[src/rtl/detect_controller.sv]
// detect_controller
// LTSSM Detect sequencer. It runs Detect.Quiet and Detect.Active, requests PIPE
// receiver detection on every lane, and collects the per-lane PhyStatus/RxStatus
// results. It reports the detected-lane mask to Polling.
// It is the initiator of the shared Timer and owns its start, enable and
// interval-code inputs.
// Every output is registered. The output registers are loaded from the decode of
// the next state, so each output lines up with DetectState in the same cycle.

module detect_controller #(
   parameter int LANES = 4
) (
   input  logic               Pclk,
   input  logic               Reset,
   input  logic               Enable,
   input  logic [LANES-1:0]   RxElecIdle,
   input  logic [LANES-1:0]   PhyStatus,
   input  logic [3*LANES-1:0] RxStatus,
   input  logic               TimeOut,
   output logic               TimerStart,
   output logic               TimerEnable,
   output logic [2:0]         TimerIntervalCode,
   output logic               TxElecIdle,
   output logic               TxDetectRx,
   output logic               DetectDone,
   output logic [LANES-1:0]   DetectedLanes,
   output logic [2:0]         DetectState
);

   // State encodings are visible on DetectState, so they are fixed values.
   localparam logic [2:0] ST_IDLE     = 3'd0;
   localparam logic [2:0] ST_QUIET    = 3'd1;
   localparam logic [2:0] ST_ACT_REQ  = 3'd2;
   localparam logic [2:0] ST_ACT_WAIT = 3'd3;
   localparam logic [2:0] ST_EVAL     = 3'd4;
   localparam logic [2:0] ST_WAIT12   = 3'd5;
   localparam logic [2:0] ST_DONE     = 3'd6;

   // Timer interval codes.
   localparam logic [2:0] CODE_IDLE = 3'b000;
   localparam logic [2:0] CODE_12MS = 3'b001;
   localparam logic [2:0] CODE_2MS  = 3'b100;

   // RxStatus value that means a receiver is present.
   localparam logic [2:0] RX_DETECTED = 3'b011;

   logic [2:0]       state_reg, state_next;
   logic             attempt_reg, attempt_next;
   logic [LANES-1:0] reported_reg, reported_next;
   logic [LANES-1:0] detected_reg, detected_next;
   logic [LANES-1:0] lane_found;

   logic             timer_start_reg, timer_start_next;
   logic             timer_enable_reg, timer_enable_next;
   logic [2:0]       interval_code_reg, interval_code_next;
   logic             tx_elec_idle_reg;
   logic             tx_detect_rx_reg, tx_detect_rx_next;
   logic             detect_done_reg, detect_done_next;
   logic [LANES-1:0] detected_lanes_reg, detected_lanes_next;

   logic             capture_en;
   logic             clear_results;
   logic             entering;

   // Results are only collected while the detect request is outstanding.
   // A PhyStatus pulse in any other state never touches the capture registers.
   assign capture_en    = (state_reg == ST_ACT_WAIT);
   assign clear_results = (state_reg == ST_ACT_REQ);

   // Per-lane result capture. The clear is done on the request cycle so that a
   // retry starts from a clean slate. A repeated PhyStatus on a lane overwrites
   // that lane's result with the newest RxStatus.
   generate
      for (genvar gi = 0; gi < LANES; gi++) begin : g_lane
         assign lane_found[gi] = (RxStatus[3*gi +: 3] == RX_DETECTED);

         assign reported_next[gi] = clear_results                 ? 1'b0 :
                                    (capture_en && PhyStatus[gi]) ? 1'b1 :
                                    reported_reg[gi];

         assign detected_next[gi] = clear_results                 ? 1'b0 :
                                    (capture_en && PhyStatus[gi]) ? lane_found[gi] :
                                    detected_reg[gi];
      end
   endgenerate

   // Next-state logic. Enable low overrides every other transition. Reset has
   // a still higher priority and is applied in the register block.
   always_comb begin
      state_next   = state_reg;
      attempt_next = attempt_reg;
      if (!Enable) begin
         state_next = ST_IDLE;
      end else begin
         case (state_reg)
            ST_IDLE: begin
               state_next   = ST_QUIET;
               attempt_next = 1'b0;
            end
            ST_QUIET: begin
               // A TimeOut seen while the restart pulse is still out belongs to
               // the previous interval, so it is ignored.
               if ((TimeOut && !timer_start_reg) || (RxElecIdle != '1))
                  state_next = ST_ACT_REQ;
            end
            ST_ACT_REQ: begin
               state_next = ST_ACT_WAIT;
            end
            ST_ACT_WAIT: begin
               // Look at the updated report mask. This captures a PhyStatus
               // that arrives with the watchdog TimeOut before the exit.
               if ((&reported_next) || TimeOut)
                  state_next = ST_EVAL;
            end
            ST_EVAL: begin
               if (&detected_reg) begin
                  state_next = ST_DONE;
               end else if (detected_reg == '0) begin
                  state_next   = ST_QUIET;
                  attempt_next = 1'b0;
               end else if (!attempt_reg) begin
                  state_next   = ST_WAIT12;
                  attempt_next = 1'b1;
               end else begin
                  state_next = ST_DONE;
               end
            end
            ST_WAIT12: begin
               if (TimeOut)
                  state_next = ST_ACT_REQ;
            end
            ST_DONE: begin
               state_next = ST_DONE;
            end
            default: begin
               state_next = ST_IDLE;
            end
         endcase
      end
   end

   // Output decode from the next state. The pulses fire on the first cycle of
   // the state they belong to.
   always_comb begin
      entering            = (state_next != state_reg);
      timer_start_next    = 1'b0;
      timer_enable_next   = 1'b0;
      interval_code_next  = CODE_IDLE;
      tx_detect_rx_next   = 1'b0;
      detect_done_next    = 1'b0;
      detected_lanes_next = '0;
      case (state_next)
         ST_QUIET, ST_WAIT12: begin
            timer_start_next   = entering;
            timer_enable_next  = 1'b1;
            interval_code_next = CODE_12MS;
         end
         ST_ACT_REQ: begin
            timer_start_next   = entering;
            timer_enable_next  = 1'b1;
            interval_code_next = CODE_2MS;
            tx_detect_rx_next  = 1'b1;
         end
         ST_ACT_WAIT: begin
            timer_enable_next  = 1'b1;
            interval_code_next = CODE_2MS;
            tx_detect_rx_next  = 1'b1;
         end
         ST_DONE: begin
            detect_done_next    = entering;
            detected_lanes_next = entering ? detected_reg : detected_lanes_reg;
         end
         default: begin
            timer_start_next = 1'b0;
         end
      endcase
   end

   // State, capture and output registers. Reset returns to IDLE with the
   // transmitter left in electrical idle.
   always_ff @(posedge Pclk) begin
      if (Reset) begin
         state_reg          <= ST_IDLE;
         attempt_reg        <= 1'b0;
         reported_reg       <= '0;
         detected_reg       <= '0;
         timer_start_reg    <= 1'b0;
         timer_enable_reg   <= 1'b0;
         interval_code_reg  <= CODE_IDLE;
         tx_elec_idle_reg   <= 1'b1;
         tx_detect_rx_reg   <= 1'b0;
         detect_done_reg    <= 1'b0;
         detected_lanes_reg <= '0;
      end else begin
         state_reg          <= state_next;
         attempt_reg        <= attempt_next;
         reported_reg       <= reported_next;
         detected_reg       <= detected_next;
         timer_start_reg    <= timer_start_next;
         timer_enable_reg   <= timer_enable_next;
         interval_code_reg  <= interval_code_next;
         tx_elec_idle_reg   <= 1'b1;
         tx_detect_rx_reg   <= tx_detect_rx_next;
         detect_done_reg    <= detect_done_next;
         detected_lanes_reg <= detected_lanes_next;
      end
   end

   assign TimerStart        = timer_start_reg;
   assign TimerEnable       = timer_enable_reg;
   assign TimerIntervalCode = interval_code_reg;
   assign TxElecIdle        = tx_elec_idle_reg;
   assign TxDetectRx        = tx_detect_rx_reg;
   assign DetectDone        = detect_done_reg;
   assign DetectedLanes     = detected_lanes_reg;
   assign DetectState       = state_reg;

endmodule

[config.mk]
export PLATFORM = sky130hd
export DESIGN_NAME = detect_controller
export DESIGN_NICKNAME = d
export VERILOG_FILES = /design/src/rtl/detect_controller.sv
export SDC_FILE = /design/constraint.sdc
export NUM_CORES = 1
export LEC_CHECK = 0
export CAP_MARGIN = 20
export CORE_UTILIZATION = 45
export DETAILED_ROUTE_END_ITERATION = 16
export GPL_ROUTABILITY_DRIVEN = 0
export PLACE_DENSITY_LB_ADDON = 0.12
export SYNTH_ARGS = -nofsm -noshare
export SYNTH_HDL_FRONTEND = slang
export SYNTH_SLANG_ARGS = --single-unit
[constraint.sdc]
create_clock -name Pclk -period 2.05 [get_ports Pclk]
set_input_delay 0.41 -clock Pclk [delete_from_list [all_inputs] [get_ports Pclk]]
set_output_delay 0.41 -clock Pclk [all_outputs]
set_load 0.03 [all_outputs]
==> results of run 1 <==
## where the power goes
group          switching (mW)  total, mW  internal [mW]  leakage, nW
sequential            0.00803      0.426          0.418        0.171
clock                   0.118      0.194         0.0758       0.0150
combinational          0.0909      0.197          0.106        0.487
## worst reg2reg max path, delay by kind of cell (launching register included)
family | cells | cell delay, ns
AOI/OAI and AO/OA | 4 | 0.93
buffers and inverters | 1 | 0.16
and+or+nand+nor | 1 | 0.22
DFF | 1 | 0.38
muxes | 1 | 0.20
## metrics by stage
step / power (mW) / area [µm²] / setup WS [ns]
after floorplan: 0.539 / 1180 / 0.0163
after global placement: 0.617 / 1620 / -0.230
after detailed placement: 0.620 / 1620 / -0.317
after CTS: 0.813 / 1650 / 0.0129
after global routing: 0.856 / 1710 / -0.0166
final: 0.816 / 1710 / 0.0682
## worst paths after layout
check / end / depth (start not counted) / slack [ns]
setup / recovery: DetectedLanes[0]$_SDFFE_PP0P_ / 7 / 0.07
hold / removal: DetectedLanes[0]$_SDFFE_PP0P_ / 2 / 0.49
setup reg to reg: DetectedLanes[0]$_SDFFE_PP0P_ / 7 / 0.08
hold reg to reg: DetectedLanes[0]$_SDFFE_PP0P_ / 2 / 0.49
## area by class of cell
class	count	share of cell area [%]
clock buffer	4	1.54
inverter	6	1.32
multi-input combinational	107	40.7
sequential	21	24.8
tap	30	2.20
timing repair buffer	53	29.4
## cell families after synthesis
logic type             Yosys count  share of synthesized area (%)
AOI/OAI and AO/OA               38                           23.0
other                            2                          0.634
DFF                             21                           35.5
and+or+nand+nor                 62                           27.0
muxes                            5                           4.23
buffers and inverters           17                           9.62
## layer usage
metal | global-route usage (%) | vias up
met4 | 3.51 | 0
li1 | - | 612
met3 | 5.46 | 6
met5 | 0 | -
met2 | 40.2 | 50
met1 | 25.8 | 546
## timing repair
item                                    in CTS  in global routing
setup buffers                                0                  1
endpoints found under the hold margin        0                  0
resized for setup                            2                 12
pin swaps                                    0                  1
gates cloned                                 0                  0
endpoints found under the setup margin       5                  9
## cell usage after synthesis
| master | number |
|---|---|
| a211o_1 | 2 |
| a211oi_1 | 1 |
| a21o_1 | 1 |
| a21oi_1 | 13 |
| a221o_1 | 1 |
| a221oi_1 | 1 |
| a221oi_2 | 1 |
| a311oi_1 | 1 |
| a31oi_1 | 1 |
| and2_1 | 1 |
| and2b_1 | 3 |
| and3b_1 | 1 |
| and4_1 | 1 |
| buf_2 | 1 |
| buf_4 | 5 |
| buf_6 | 4 |
| clkbuf_1 | 1 |
| conb_1 | 2 |
| dfxtp_1 | 21 |
| inv_1 | 6 |
| mux2i_1 | 5 |
| nand2_1 | 15 |
| nand2b_1 | 2 |
| nand3_1 | 9 |
| nand4_1 | 1 |
| nand4b_1 | 1 |
| nor2_1 | 14 |
| nor3_1 | 6 |
| nor3b_1 | 2 |
| nor4_1 | 1 |
| o211a_1 | 1 |
| o211ai_1 | 7 |
| o21ai_0 | 3 |
| o22ai_1 | 1 |
| o2bb2ai_1 | 1 |
| o311a_1 | 1 |
| o31ai_1 | 1 |
| o32ai_2 | 1 |
| or2_1 | 1 |
| or2_2 | 1 |
| or2b_1 | 1 |
| or3b_1 | 1 |
| or4_4 | 1 |
## placed cells by master (no fill, tap or decap), types with 5 or more instances in the layout
master,instances
nor2_1,14
nand3_1,9
nor3_1,6
a21oi_1,12
clkdlybuf4s50_1,35
o211ai_1,7
dfxtp_1,18
buf_4,16
nand2_1,15
inv_1,6
mux2i_1,5
==> impl_metrics.ini, run 1 <==
[outcome]
status = complete, no violations

[setup_path]
crit_fanout = 6
arrival_ns = 2.22
start_kind = input port
slowest_delay_ns = 0.46
path_cells = clkdlybuf4s50_1, and4_4, o32ai_4, a221oi_2, o311a_1, o211a_2, mux2i_1
cpMaxStageDelayCell = clkdlybuf4s50_1
crit_type = in -> reg
required_ns = 2.28
r2r_start = DetectState[2]$_SDFF_PP0_
critPathBufInv = 1
cp_top_family = compound AO/OA/AOI/OAI gates
crit_path_start = RxElecIdle[2]
end_kind = flop

[sta]
setup_violations = 0
fin_crit_sh_pct = 96.7
hold_viol_final = 0
min_period_ns = 1.98
rsz0062_at_grt = yes
hold_slack_ns = 0.488
fin_tns_setup_ns = 0
maxSlewViolCount = 0
fmax_mhz = 505
fin_skew_ns = 0.00628

[drt]
ant_nets = 0
drc = 0
wl_met1_mm = 1.16
routed_via_density = 5.49
dr_wl_met2_mm = 1.49
routed_wl_mm = 2.89
wire_per_inst_um = 13.1
dr.pass1.iters = 4
met3WireLength_um = 205
highest_layer = met4
route.vias.total = 1214
first_iter_violations = 24

[clocking]
tritoncts = yes
insertion_delay_ns = 0.30
cts_max_path_buffers = 2
path_clk_slew_ns = 0.10
clock_sinks = 21
cts_made_buffers = 3
cts_root_buf = clkbuf_4
cts_hold_buf = 0
cts_max_level = 1

[global_routing]
grt_max_degree = 12
track_usage_pct = 22.0
grt-ovfl-total = 0
first_global_vias = 1092
antenna_found_initial = 0
grt_pass1_wl_mm = 4.61

[yosys]
syn_inst = 145
ys_ff_latch = 21
synth_area_leaders = dfxtp_1 (36%), a21oi_1 (5.5%), nand2_1 (4.8%)
syn_area_per_cell_um2 = 8.16
synth_fp_nets = 169
yosysTopAreaCell = dfxtp_1
yosysTopAreaCellShare_pct = 35.5
yosysUniqueCellTypes = 43
synth_seq_area_share_pct = 35.5
syn-cell-area_um2 = 1180
ys_warn_count = 0

[final_layout]
stdcell_count = 221
nFillCells = 225
n_antenna_cell = 0
ff_latch_area_um2 = 424
area_delta_synth_final_pct = 44.4
fin_nets = 216
multiInputGateArea_um2 = 696
drive_above_1_share_pct = 17.8
finish.utilization_pct = 69.0

[place]
dpl.cell_count = 216
hpwlAfterDp_mm = 2.23
port_buffers = 36

[hold_path]
hp-start = DetectedLanes[0]$_SDFFE_PP0P_
min_path_type = reg -> reg

[job]
drv_cap = 0

[floorplanning]
die_area_um2 = 2840
die_width_um = 53.3
rows = 18
pin_count = 39
initial_core_util_pct = 47.8
die_h_um = 53.3
core-area_um2 = 2480

[pwr]
powerDensity_nw_per_um2 = 478
p_leak_nw = 0.673
peakVddDrop_mv = 0.530
Power figures use the tool's default switching activity.
==> run 2, diff against run 1 <==
--- a/config.mk
+++ b/config.mk
@@ -6,8 +6,9 @@
 export NUM_CORES = 1
 export LEC_CHECK = 0
 export CAP_MARGIN = 20
-export CORE_UTILIZATION = 45
+export CORE_UTILIZATION = 60
 export DETAILED_ROUTE_END_ITERATION = 16
+export DONT_BUFFER_PORTS = 1
 export GPL_ROUTABILITY_DRIVEN = 0
 export PLACE_DENSITY_LB_ADDON = 0.12
 export SYNTH_ARGS = -nofsm -noshare
==> impl_metrics.ini, run 2 (same netlist as run 1, synthesis figures left out) <==
[outcome]
status = complete, no violations

[setup_path]
slowest_delay_ns = 0.45
crit_type = reg -> reg
r2r_cells = 6
arrival_ns = 2.21
cpMaxStageDelayCell = a221oi_2
critPathBufInv = 0
required_ns = 2.29
path_cells = nor4_2, nor3_1, a221oi_2, o311a_1, o211a_4, mux2i_1
start_kind = flop
cp_num_cells = 6
cp_top_family = compound AO/OA/AOI/OAI gates
end_kind = flop
crit_fanout = 6

[drt]
routed_via_density = 6.37
wire_per_inst_um = 15.3
dr.pass1.iters = 4
route.vias.total = 1128
ant_nets = 0
first_iter_violations = 36
routed_wl_mm = 2.70
drc = 0

[hold_path]
min_path_type = in -> reg
whs_path_depth = 1

[final_layout]
nFillCells = 149
layout_common_cells = dfxtp_1 (20), nand2_1 (15), nor2_1 (14), buf_4 (14), a21oi_1 (12)
ff_latch_area_um2 = 422
n_antenna_cell = 0
multiInputGateArea_um2 = 697
fin_nets = 177
final_common_cell = dfxtp_1
drive_above_1_share_pct = 19.7
area_delta_synth_final_pct = 10.3
finish.utilization_pct = 73.2

[global_routing]
antenna_found_initial = 0
track_usage_pct = 27.1
grt_max_degree = 13
grt-ovfl-total = 0
grt_pass1_wl_mm = 4.16
first_global_vias = 1017

[pwr]
peakVddDrop_mv = 0.426
p_leak_nw = 0.504
powerDensity_nw_per_um2 = 580

[sta]
setup_violations = 0
hold_slack_ns = 0.157
min_period_ns = 1.97
fin_tns_setup_ns = 0
fin_ws_ns = 0.0816
maxSlewViolCount = 0
fin_skew_ns = 0.00583
hold_viol_final = 0
fin_crit_sh_pct = 96.0
slew_headroom_pct = 62.6
rsz0062_at_grt = yes
fmax_mhz = 508
worst_slew_pin_slew_ns = 0.561

[floorplanning]
pin_count = 39
die_area_um2 = 2150
core-area_um2 = 1780
die_width_um = 46.4
rows = 15
initial_core_util_pct = 66.4
die_h_um = 46.4

[clocking]
cts_hold_buf = 0
cts_max_level = 1
cts_max_path_buffers = 2
clock_sinks = 21
tritoncts = yes
cts_root_buf = clkbuf_4
path_clk_slew_ns = 0.12
cts_made_buffers = 3
insertion_delay_ns = 0.31

[place]
port_buffers = 0
hpwlAfterDp_mm = 2.09
dpl_worst_slack_ns = 0.0233

[job]
drv_cap = 0
==> run 2: timing repair <==
| action | in CTS | in global routing |
|---|---|---|
| pin swaps | 1 | 3 |
| buffers inserted | 0 | 0 |
| setup endpoints to repair | 2 | 6 |
| resized for setup | 1 | 9 |
==> run 2: final timing paths <==
path | slack [ns] | startpoint | to
setup / recovery | 0.08 | detected_reg[0]$_SDFFE_PP0P_ | DetectedLanes[0]$_SDFFE_PP0P_
setup reg to reg | 0.08 | detected_reg[0]$_SDFFE_PP0P_ | DetectedLanes[0]$_SDFFE_PP0P_
hold / removal | 0.16 | Reset | attempt_reg$_SDFFE_PP0P_
hold reg to reg | 0.51 | reported_reg[2]$_SDFF_PP0_ | reported_reg[2]$_SDFF_PP0_
==> run 2: routing by layer <==
| metal | GRT usage, % | share of wire, % | vias up |
|---|---|---|---|
| li1 | - | - | 532 |
| met1 | 32.6 | 42 | 525 |
| met2 | 46.9 | 47 | 59 |
| met3 | 6.27 | 7.7 | 12 |
| met4 | 8.24 | 2.5 | 0 |
| met5 | 0 | 0 | - |
==> run 2: cell type report <==
type	instances	area share [%]
clock buffer	3	1.73
tap	25	2.40
clock inverter	1	0.384
multi-input combinational	107	53.4
timing repair buffer	14	8.05
sequential	21	32.3
inverter	6	1.73
==> run 2: power by group <==
part / switching, mW / total [mW] / leakage, nW / internal [mW]
registers: 0.0181 / 0.436 / 0.171 / 0.417
clock network: 0.131 / 0.203 / 0.0177 / 0.0728
logic: 0.0706 / 0.118 / 0.315 / 0.0471
==> run 2: per-stage QoR <==
stage / std cells / power (mW) / instance area [µm²]
after detailed placement: 173 / 0.550 / 1230
final: 177 / 0.757 / 1310
after CTS: 177 / 0.746 / 1260
after global placement: 173 / 0.547 / 1230
after floorplan: 145 / 0.539 / 1180
after global routing: 177 / 0.788 / 1310
